==> config.mk <==
export PLATFORM = sky130hd
export DESIGN_NAME = serial_subtractor_flat
export DESIGN_NICKNAME = d
export VERILOG_FILES = /design/src/rtl/serial_subtractor_if.sv /design/src/rtl/serial_subtractor.sv /design/src/flat_wrapper.sv
export SDC_FILE = /design/constraint.sdc
export NUM_CORES = 1
export LEC_CHECK = 0
export CAP_MARGIN = 5
export CORE_ASPECT_RATIO = 1.25
export CORE_MARGIN = 2
export CORE_UTILIZATION = 40
export DETAILED_ROUTE_END_ITERATION = 7
export HOLD_SLACK_MARGIN = 0.1
export SETUP_SLACK_MARGIN = 0.02
export SYNTH_ARGS = -nofsm -noshare
export SYNTH_HDL_FRONTEND = slang
export SYNTH_SLANG_ARGS = --single-unit
==> constraint.sdc <==
create_clock -name clk -period 4 [get_ports clk]
set_input_delay 1 -clock clk [delete_from_list [all_inputs] [get_ports clk]]
set_output_delay 1 -clock clk [all_outputs]
set_load 0.05 [all_outputs]
==> src/rtl/serial_subtractor_if.sv <==
// rtl/serial_subtractor_if.sv - start/busy/done operand and result bundle for serial_subtractor
//
// Purpose: groups the operation handshake, operands and result of the
//          bit-serial subtractor.
// Signals:
//   start  request an operation (driven by master)
//   A, B   minuend / subtrahend, WIDTH bits (driven by master)
//   busy   high while bits are being processed (driven by slave)
//   done   one-cycle pulse when Diff/Bo have just updated (driven by slave)
//   Diff   A - B modulo 2^WIDTH (driven by slave)
//   Bo     final borrow, 1 iff A < B (driven by slave)
interface serial_subtractor_if #(
  parameter int WIDTH = 8
);
  logic             start;
  logic [WIDTH-1:0] A;
  logic [WIDTH-1:0] B;
  logic             busy;
  logic             done;
  logic [WIDTH-1:0] Diff;
  logic             Bo;

  modport master (
    output start, A, B,
    input  busy, done, Diff, Bo
  );

  modport slave (
    input  start, A, B,
    output busy, done, Diff, Bo
  );
endinterface

==> src/rtl/serial_subtractor.sv <==
// rtl/serial_subtractor.sv - bit-serial A - B, LSB first, with registered borrow
//
// Purpose: computes A - B one bit per clock over WIDTH cycles, framed by a
//          start/busy/done handshake; Diff/Bo hold the last completed result.
// Ports:
//   clk    system clock, rising edge
//   rst_n  asynchronous active-low reset
//   bus    serial_subtractor_if.slave (start, A, B in; busy, done, Diff, Bo out)
module serial_subtractor #(
  parameter int WIDTH = 8
) (
  input  logic                clk,
  input  logic                rst_n,
  serial_subtractor_if.slave  bus
);

  localparam int CNT_W = (WIDTH > 1) ? $clog2(WIDTH) : 1;
  localparam logic [CNT_W-1:0] LAST = CNT_W'(WIDTH - 1);

  typedef enum logic [1:0] {
    IDLE = 2'd0,
    RUN  = 2'd1,
    DONE = 2'd2
  } state_t;

  state_t           state;
  state_t           state_next;

  logic [WIDTH-1:0] sa;
  logic [WIDTH-1:0] sb;
  logic [WIDTH-1:0] sd;
  logic [WIDTH-1:0] diff_q;
  logic             br;
  logic             bo_q;
  logic [CNT_W-1:0] cnt;

  logic             accept;
  logic             last_bit;
  logic             d;
  logic             br_next;
  logic [WIDTH-1:0] sd_next;

  always_comb begin
    accept   = (state == IDLE) && bus.start;
    last_bit = (state == RUN) && (cnt == LAST);
    d        = sa[0] ^ sb[0] ^ br;
    br_next  = (~sa[0] & sb[0]) | (~(sa[0] ^ sb[0]) & br);
    // New difference bit enters at the MSB so that after WIDTH shifts the
    // first (LSB) bit has reached bit 0.
    sd_next  = (sd >> 1) | {d, {(WIDTH-1){1'b0}}};
  end

  always_comb begin
    state_next = state;
    case (state)
      IDLE:    if (bus.start) state_next = RUN;
      RUN:     if (cnt == LAST) state_next = DONE;
      DONE:    state_next = IDLE;
      default: state_next = IDLE;
    endcase
  end

  always_ff @(posedge clk or negedge rst_n) begin
    if (!rst_n) begin
      state <= IDLE;
    end else begin
      state <= state_next;
    end
  end

  always_ff @(posedge clk or negedge rst_n) begin
    if (!rst_n) begin
      sa     <= '0;
      sb     <= '0;
      sd     <= '0;
      br     <= 1'b0;
      cnt    <= '0;
      diff_q <= '0;
      bo_q   <= 1'b0;
    end else if (accept) begin
      sa  <= bus.A;
      sb  <= bus.B;
      sd  <= '0;
      br  <= 1'b0;
      cnt <= '0;
    end else if (state == RUN) begin
      sa  <= sa >> 1;
      sb  <= sb >> 1;
      sd  <= sd_next;
      br  <= br_next;
      cnt <= cnt + CNT_W'(1);
      // Published result only moves on the final bit, so LEDs never show a
      // partial difference.
      if (last_bit) begin
        diff_q <= sd_next;
        bo_q   <= br_next;
      end
    end
  end

  assign bus.busy = (state == RUN);
  assign bus.done = (state == DONE);
  assign bus.Diff = diff_q;
  assign bus.Bo   = bo_q;

endmodule

==> src/flat_wrapper.sv <==
// flat-port wrapper written by rule: the top's interface ports become plain ports
module serial_subtractor_flat 
#(
  parameter int WIDTH = 8
)
  (clk, rst_n, bus_start, bus_A, bus_B, bus_busy, bus_done, bus_Diff, bus_Bo);
  serial_subtractor_if #(.WIDTH(WIDTH)) bus_i ();
  input  logic clk;
  input  logic rst_n;
  input wire logic [$bits(bus_i.start)-1:0] bus_start;
  input wire logic [$bits(bus_i.A)-1:0] bus_A;
  input wire logic [$bits(bus_i.B)-1:0] bus_B;
  output wire logic [$bits(bus_i.busy)-1:0] bus_busy;
  output wire logic [$bits(bus_i.done)-1:0] bus_done;
  output wire logic [$bits(bus_i.Diff)-1:0] bus_Diff;
  output wire logic [$bits(bus_i.Bo)-1:0] bus_Bo;
  assign bus_i.start = bus_start;
  assign bus_i.A = bus_A;
  assign bus_i.B = bus_B;
  assign bus_busy = bus_i.busy;
  assign bus_done = bus_i.done;
  assign bus_Diff = bus_i.Diff;
  assign bus_Bo = bus_i.Bo;
  serial_subtractor #(.WIDTH(WIDTH)) u_core (.clk(clk), .rst_n(rst_n), .bus(bus_i));
endmodule
==> impl_metrics.json, run 1 <==
{
  "vias": 1180,
  "outcome": "finished, final reports clean",
  "pwr-share-comb_pct": 41.2,
  "worst-path-buf-inv": 1,
  "num-nets-final": 189,
  "cts_max_path_buffers": 2,
  "final.period_utilization_pct": 79.8,
  "drt_drc_violations_left": 0,
  "slew_hr_pct": 46.0,
  "worst_pin_slew_ps": 810,
  "clock_skew_ps": 6.48,
  "critPathMaxFanout": 28,
  "cts_inserted_buffers": 5,
  "clkSinkCount": 38,
  "final_hold_viol_count": 0,
  "synth_area_leaders": "sky130_fd_sc_hd__dfrtp_1 (54%), sky130_fd_sc_hd__mux2_4 (7.7%), sky130_fd_sc_hd__a22o_1 (5.0%), sky130_fd_sc_hd__inv_1 (4.1%), sky130_fd_sc_hd__a222oi_1 (4.0%)",
  "drt_first_pass_iters": 6,
  "netSwitchingPower_mw": 0.648,
  "power.share.sequential_pct": 37.5,
  "grt_antenna_before_repair": 0,
  "hold_worst_path_end": "u_core.sa[7]$_DFFE_PN0P_",
  "finalSetupViolCount": 0,
  "drv_slew": 0,
  "slowest_delay_ps": 870,
  "tritoncts": "done",
  "worstSetupStartpointType": "flip-flop",
  "worstReg2RegStart": "u_core.state[0]$_DFFE_PN0P_",
  "timing.critical_path.arrival_ps": 2190,
  "rows": 26,
  "antenna_cells": 0,
  "totalNegativeSetupSlack_ps": 0,
  "die-height_um": 78.0,
  "overflow_left_after_global_routing": 0,
  "hold_path.class": "flip-flop to flip-flop",
  "cts.root.buffer_cell": "sky130_fd_sc_hd__clkbuf_8",
  "wl_per_cell_um": 14.0,
  "r2r_setup_slack_ps": 1990,
  "clkTransAtPathRegs_ps": 80,
  "drt_first_iter_violations": 79,
  "layout_min_cycle_time_ps": 3190,
  "clock_power_share_pct": 21.2,
  "synth.yosys.warnings": 0,
  "largest_net_degree_at_the_start_of_global_routing": 39,
  "post_cts_hold_buffer_count": 0,
  "finalWeightedCongestion": 0.724,
  "slowest_stage": "sky130_fd_sc_hd__dfrtp_1",
  "core_region_area_um2": 4160,
  "via_count_of_the_first_global_routing_pass": 1220,
  "routed_antenna_nets": 0,
  "critical_path.cell_chain": "nor2b_1 > clkdlybuf4s50_1",
  "switching_share_of_power_pct": 35.8,
  "drt-total-wl_um": 3140,
  "half_perimeter_wire_length_of_the_detailed_placement_result_um": 2070,
  "drive_above_1_share_pct": 13.7,
  "clkLatencyLatePin_ps": 290,
  "fp.dieArea_um2": 4930,
  "most_frequent_standard_cell_in_the_layout_excluding_fill_and_tap_cells": "sky130_fd_sc_hd__dfrtp_1",
  "io_pins": 30,
  "ys_types": 24,
  "io_buffer_count": 29,
  "yosysSeqAreaShare_pct": 54.2,
  "post_synth_design_cell_area_um2": 1750,
  "critical_path.endpoint_type": "output pin",
  "initial_utilization_pct": 42.1,
  "synth-seq-cells": 38,
  "grt_first_pass_wirelength_um": 5620,
  "rsz0062_at_grt": "no",
  "syn_inst": 140,
  "rr_worst_depth": 2,
  "regToRegEndpoint": "u_core.bus.Diff[1]$_DFFE_PN0P_",
  "family_with_the_most_delay_on_the_worst_path": "flip-flops",
  "viasPerCell": 5.27,
  "stdcell_count": 224,
  "grtUsageTotal_pct": 14.5,
  "share_of_the_synthesized_area_in_the_top_cell_type_pct": 54.2,
  "critical_path_class": "flip-flop to output pin",
  "syn_avg_cell_area_um2": 12.5,
  "synth_nets": 162,
  "hold-path-cell-count": 2,
  "max_freq_mhz": 313,
  "most-common-layout-cells": "sky130_fd_sc_hd__dfrtp_1 (38), sky130_fd_sc_hd__clkdlybuf4s50_1 (29), sky130_fd_sc_hd__inv_1 (19)",
  "power_per_cell_area_nw_per_um2": 834,
  "worst_ep_required_time_ps": 3000,
  "areaGrowthSynthToFinish_pct": 23.8,
  "total_leakage_power_nw": 0.985,
  "netlist.top_cell.by_area": "sky130_fd_sc_hd__dfrtp_1",
  "die_width_um": 63.2,
  "placed_cells_incl_taps": 216,
  "maxCapViolCount": 0,
  "timing.hold.worst.start": "u_core.sa[7]$_DFFE_PN0P_",
  "ir_drop_mv": 0.335,
  "cts.repair.resized": 0,
  "cts.repair_timing.setup_buffer_count": 0,
  "cell_internal_pwr_mw": 1.16,
  "clock_tree.htree_level_count": 2
}
==> worst max-delay path by stage <==
stage,end,startpoint,cells after the start,slack (ps)
detailed placement,bus_done,u_core.state[1]$_DFFE_PN0P_,2,1100
CTS,bus_done,u_core.state[1]$_DFFE_PN0P_,2,770
finish,bus_done,u_core.state[1]$_DFFE_PN0P_,2,810
floorplan,bus_done,u_core.state[1]$_DFFE_PN0P_,3,1540
global placement,bus_done,u_core.state[1]$_DFFE_PN0P_,2,1110
global route,bus_done,u_core.state[1]$_DFFE_PN0P_,2,640
==> cells in the mapped netlist <==
library cell / instances
sky130_fd_sc_hd__buf_2: 1
sky130_fd_sc_hd__o21bai_4: 1
sky130_fd_sc_hd__nor3b_1: 7
sky130_fd_sc_hd__mux2_4: 9
sky130_fd_sc_hd__a211oi_1: 7
sky130_fd_sc_hd__nand2_1: 4
sky130_fd_sc_hd__clkbuf_4: 1
sky130_fd_sc_hd__dfrtp_1: 38
sky130_fd_sc_hd__clkbuf_1: 2
sky130_fd_sc_hd__nor2b_1: 3
sky130_fd_sc_hd__buf_6: 6
sky130_fd_sc_hd__nand3b_1: 1
sky130_fd_sc_hd__o221ai_1: 2
sky130_fd_sc_hd__a21oi_1: 1
sky130_fd_sc_hd__nor4b_1: 7
sky130_fd_sc_hd__fa_1: 1
sky130_fd_sc_hd__a222oi_1: 7
sky130_fd_sc_hd__nor2_1: 7
sky130_fd_sc_hd__a22o_1: 10
sky130_fd_sc_hd__ha_1: 2
sky130_fd_sc_hd__inv_1: 19
sky130_fd_sc_hd__or2_2: 2
sky130_fd_sc_hd__buf_4: 1
sky130_fd_sc_hd__mux2_2: 1
==> layout make-up <==
cell class / instances / area (µm²)
clock buffer: 5 / 68.8
clock inverter: 3 / 68.8
inverter: 19 / 71.3
tap: 56 / 70.1
sequential: 38 / 951
timing repair buffer: 31 / 305
fill: 410 / 1990
multi-input combinational: 72 / 637
==> power by group through the flow <==
stage / Combinational [mW] / Sequential, mW / Clock [mW]
finish: 0.747 / 0.680 / 0.385
global route: 0.821 / 0.711 / 0.417
CTS: 0.757 / 0.683 / 0.396
detailed placement: 0.754 / 0.689 / 0
global placement: 0.738 / 0.682 / 0
floorplan: 0.490 / 0.781 / 0
==> stage by stage <==
stage	power, mW	setup WS (ps)	hold WS, ps	utilization, %	area (µm²)
after floorplan	1.27	1540	459	-	1750
after global placement	1.42	1110	474	48.9	2030
after detailed placement	1.44	1100	488	48.9	2030
after CTS	1.84	765	508	52.2	2170
after global routing	1.95	644	526	52.2	2170
final	1.81	807	500	52.2	2170
==> worst min-delay path, stage by stage, from the launching register on <==
cell                       delay, ps
sky130_fd_sc_hd__dfrtp_1         350
sky130_fd_sc_hd__nand2_1          60
sky130_fd_sc_hd__o221ai_1         60
==> routing by layer <==
layer,part of all wire [%],vias to the layer above,global-route usage (%),routed length [µm]
li1,-,550,-,-
met1,45,575,18.1,1400
met2,47,47,23.2,1470
met3,6.6,8,4.01,207
met4,1.8,0,6.74,56
met5,0,-,0,0
==> cell families after synthesis <==
kind of cell,count (synthesis),synth area share (%)
and+or+nand+nor,31,11.1
AOI/OAI and AO/OA,28,14.3
muxes,10,8.35
DFF,38,54.2
buffers and inverters,30,9.49
adders and majority gates,3,2.57
==> state kept, by name (all words and copies together) (netlist names) <==
name	cells
u_core.sd	7
u_core.sa	8
u_core.state	2
u_core.bus.Diff	8
u_core.bus.Bo	1
u_core.sb	8
u_core.cnt	3
u_core.br	1
No activity file was read; power rests on OpenSTA's default activity.
==> inputs of run 2 (changes only) <==
--- a/config.mk
+++ b/config.mk
@@ -11,6 +11,7 @@
 export CORE_UTILIZATION = 40
 export DETAILED_ROUTE_END_ITERATION = 7
 export HOLD_SLACK_MARGIN = 0.1
+export PLACE_DENSITY = 0.65
 export SETUP_SLACK_MARGIN = 0.02
 export SYNTH_ARGS = -nofsm -noshare
 export SYNTH_HDL_FRONTEND = slang
==> constraint.sdc (replaced) <==
create_clock -name clk -period 2.6 [get_ports clk]
set_input_delay 0.65 -clock clk [delete_from_list [all_inputs] [get_ports clk]]
set_output_delay 0.65 -clock clk [all_outputs]
set_load 0.05 [all_outputs]
==> run 2 against run 1 <==
  * Clock power increased by 9.1%
  * Via count increased by 1.5%
  * Final area unchanged
  * Count of clock-buffer cells in the layout increased by 1
  * Die area unchanged
  * Register-to-register slack got worse by 1200 ps
  * Worst setup slack got worse by 300 ps
  * First-iteration DRC count decreased by 14%
  * Non-clock buffer count increased by 3
  * Final cell count increased by 1.3%
  * Largest cell class unchanged
==> impl_metrics.json, run 2 (synthesis results as in run 1) <==
{
  "outcome": "finished, final reports clean",
  "family_with_the_most_delay_on_the_worst_path": "buffers and inverters",
  "totalNegativeSetupSlack_ps": 0,
  "areaGrowthSynthToFinish_pct": 23.8,
  "worst-path-buf-inv": 1,
  "rsz0062_at_grt": "no",
  "tritoncts": "done",
  "slew_hr_pct": 55.6,
  "postLayoutCoreUtil_pct": 52.2,
  "nFillCells": 402,
  "drt_first_iter_violations": 68,
  "regArea_um2": 951,
  "half_perimeter_wire_length_of_the_detailed_placement_result_um": 2330,
  "total_leakage_power_nw": 0.990,
  "worst_pin_slew_ps": 664,
  "num-nets-final": 192,
  "antenna_cells": 0,
  "grt_first_pass_wirelength_um": 5800,
  "post_cts_hold_buffer_count": 0,
  "routed_antenna_nets": 0,
  "io_buffer_count": 29,
  "drt_drc_violations_left": 0,
  "drive_above_1_share_pct": 16.4,
  "core_region_area_um2": 4160,
  "drt_first_pass_iters": 5,
  "critical_path.endpoint_type": "output pin",
  "viasPerCell": 5.28,
  "maxCapViolCount": 0,
  "cts.repair.resized": 0,
  "rows": 26,
  "ir_drop_mv": 0.398,
  "die_width_um": 63.2,
  "finalWeightedCongestion": 0.759,
  "max_freq_mhz": 477,
  "grtUsageTotal_pct": 15.1,
  "layout_min_cycle_time_ps": 2100,
  "overflow_left_after_global_routing": 0,
  "most_frequent_standard_cell_in_the_layout_excluding_fill_and_tap_cells": "sky130_fd_sc_hd__dfrtp_1",
  "worstSetupStartpointType": "flip-flop",
  "largest_net_degree_at_the_start_of_global_routing": 39,
  "slowest_stage": "sky130_fd_sc_hd__clkdlybuf4s50_1",
  "power_per_cell_area_nw_per_um2": 1240,
  "cts_max_path_buffers": 2,
  "hold_path.class": "flip-flop to flip-flop",
  "critical_path.cell_chain": "clkdlybuf4s50_1",
  "critical_path_class": "flip-flop to output pin",
  "clock_skew_ps": 6.35,
  "initial_utilization_pct": 42.1,
  "final_hold_viol_count": 0,
  "drv_slew": 0,
  "final.period_utilization_pct": 80.7,
  "fp.dieArea_um2": 4930,
  "finalSetupViolCount": 0,
  "placed_cells_incl_taps": 219,
  "vias": 1198,
  "cts.repair_timing.setup_buffer_count": 0,
  "worst_ep_required_time_ps": 1950,
  "multi_input_area_um2": 637,
  "grt_antenna_before_repair": 0,
  "clkLatencyLatePin_ps": 290,
  "clock_tree.htree_level_count": 2,
  "timing.critical_path.arrival_ps": 1450,
  "die-height_um": 78.0,
  "io_pins": 30,
  "cts.root.buffer_cell": "sky130_fd_sc_hd__clkbuf_8",
  "stdcell_count": 227,
  "cts_inserted_buffers": 5,
  "via_count_of_the_first_global_routing_pass": 1199,
  "critPathMaxFanout": 2,
  "clkSinkCount": 38,
  "slowest_delay_ps": 800,
  "drt-total-wl_um": 3330,
  "clkTransAtPathRegs_ps": 80,
  "most-common-layout-cells": "sky130_fd_sc_hd__dfrtp_1 (38), sky130_fd_sc_hd__clkdlybuf4s50_1 (27), sky130_fd_sc_hd__inv_1 (19)",
  "wl_per_cell_um": 14.7
}
run 2: where the power goes:
part	switching, mW	internal, mW
Sequential	0.169	0.858
Combinational	0.648	0.595
Clock	0.207	0.213
Total	1.02	1.67
run 2: metal layers:
metal  track usage, %  vias to the layer above  routed length [µm]
met5                0                        -                   0
met3             4.15                        7                 190
met1             19.1                      587                1500
met2             24.4                       43                1580
li1                 -                      561                   -
met4             6.52                        0                  48
run 2: final cells by class:
class,count,area share (%)
clock buffer,6,3.80
timing repair buffer,34,16.0
inverter,19,3.28
tap,56,3.23
clock inverter,2,0.576
sequential,38,43.8
multi-input combinational,72,29.3
run 2: worst paths after layout:
check                                                from                              to  slack, ps  depth (start not counted)
setup / recovery           u_core.bus.Diff[0]$_DFFE_PN0P_                     bus_Diff[0]        500                          1
hold / removal                   u_core.sb[7]$_DFFE_PN0P_        u_core.sb[7]$_DFFE_PN0P_        500                          2
setup reg to reg                u_core.cnt[1]$_DFFE_PN0P_       u_core.bus.Bo$_DFFE_PN0P_        840                          4
hold reg to reg                  u_core.sb[7]$_DFFE_PN0P_        u_core.sb[7]$_DFFE_PN0P_        500                          2
max in group asynchronous                           rst_n        u_core.sd[7]$_DFFE_PN0P_       1470                          2
min in group asynchronous                           rst_n  u_core.bus.Diff[7]$_DFFE_PN0P_        790                          2
run 2: metrics by stage:
step,power [mW],cell area (µm²),setup slack (ps),hold WS [ps]
global route,2.86,2170,446,524
detailed placement,2.29,2080,440,495
finish,2.69,2170,502,504
global placement,2.23,2080,507,479
floorplan,1.95,1750,491,354
CTS,2.71,2170,478,512
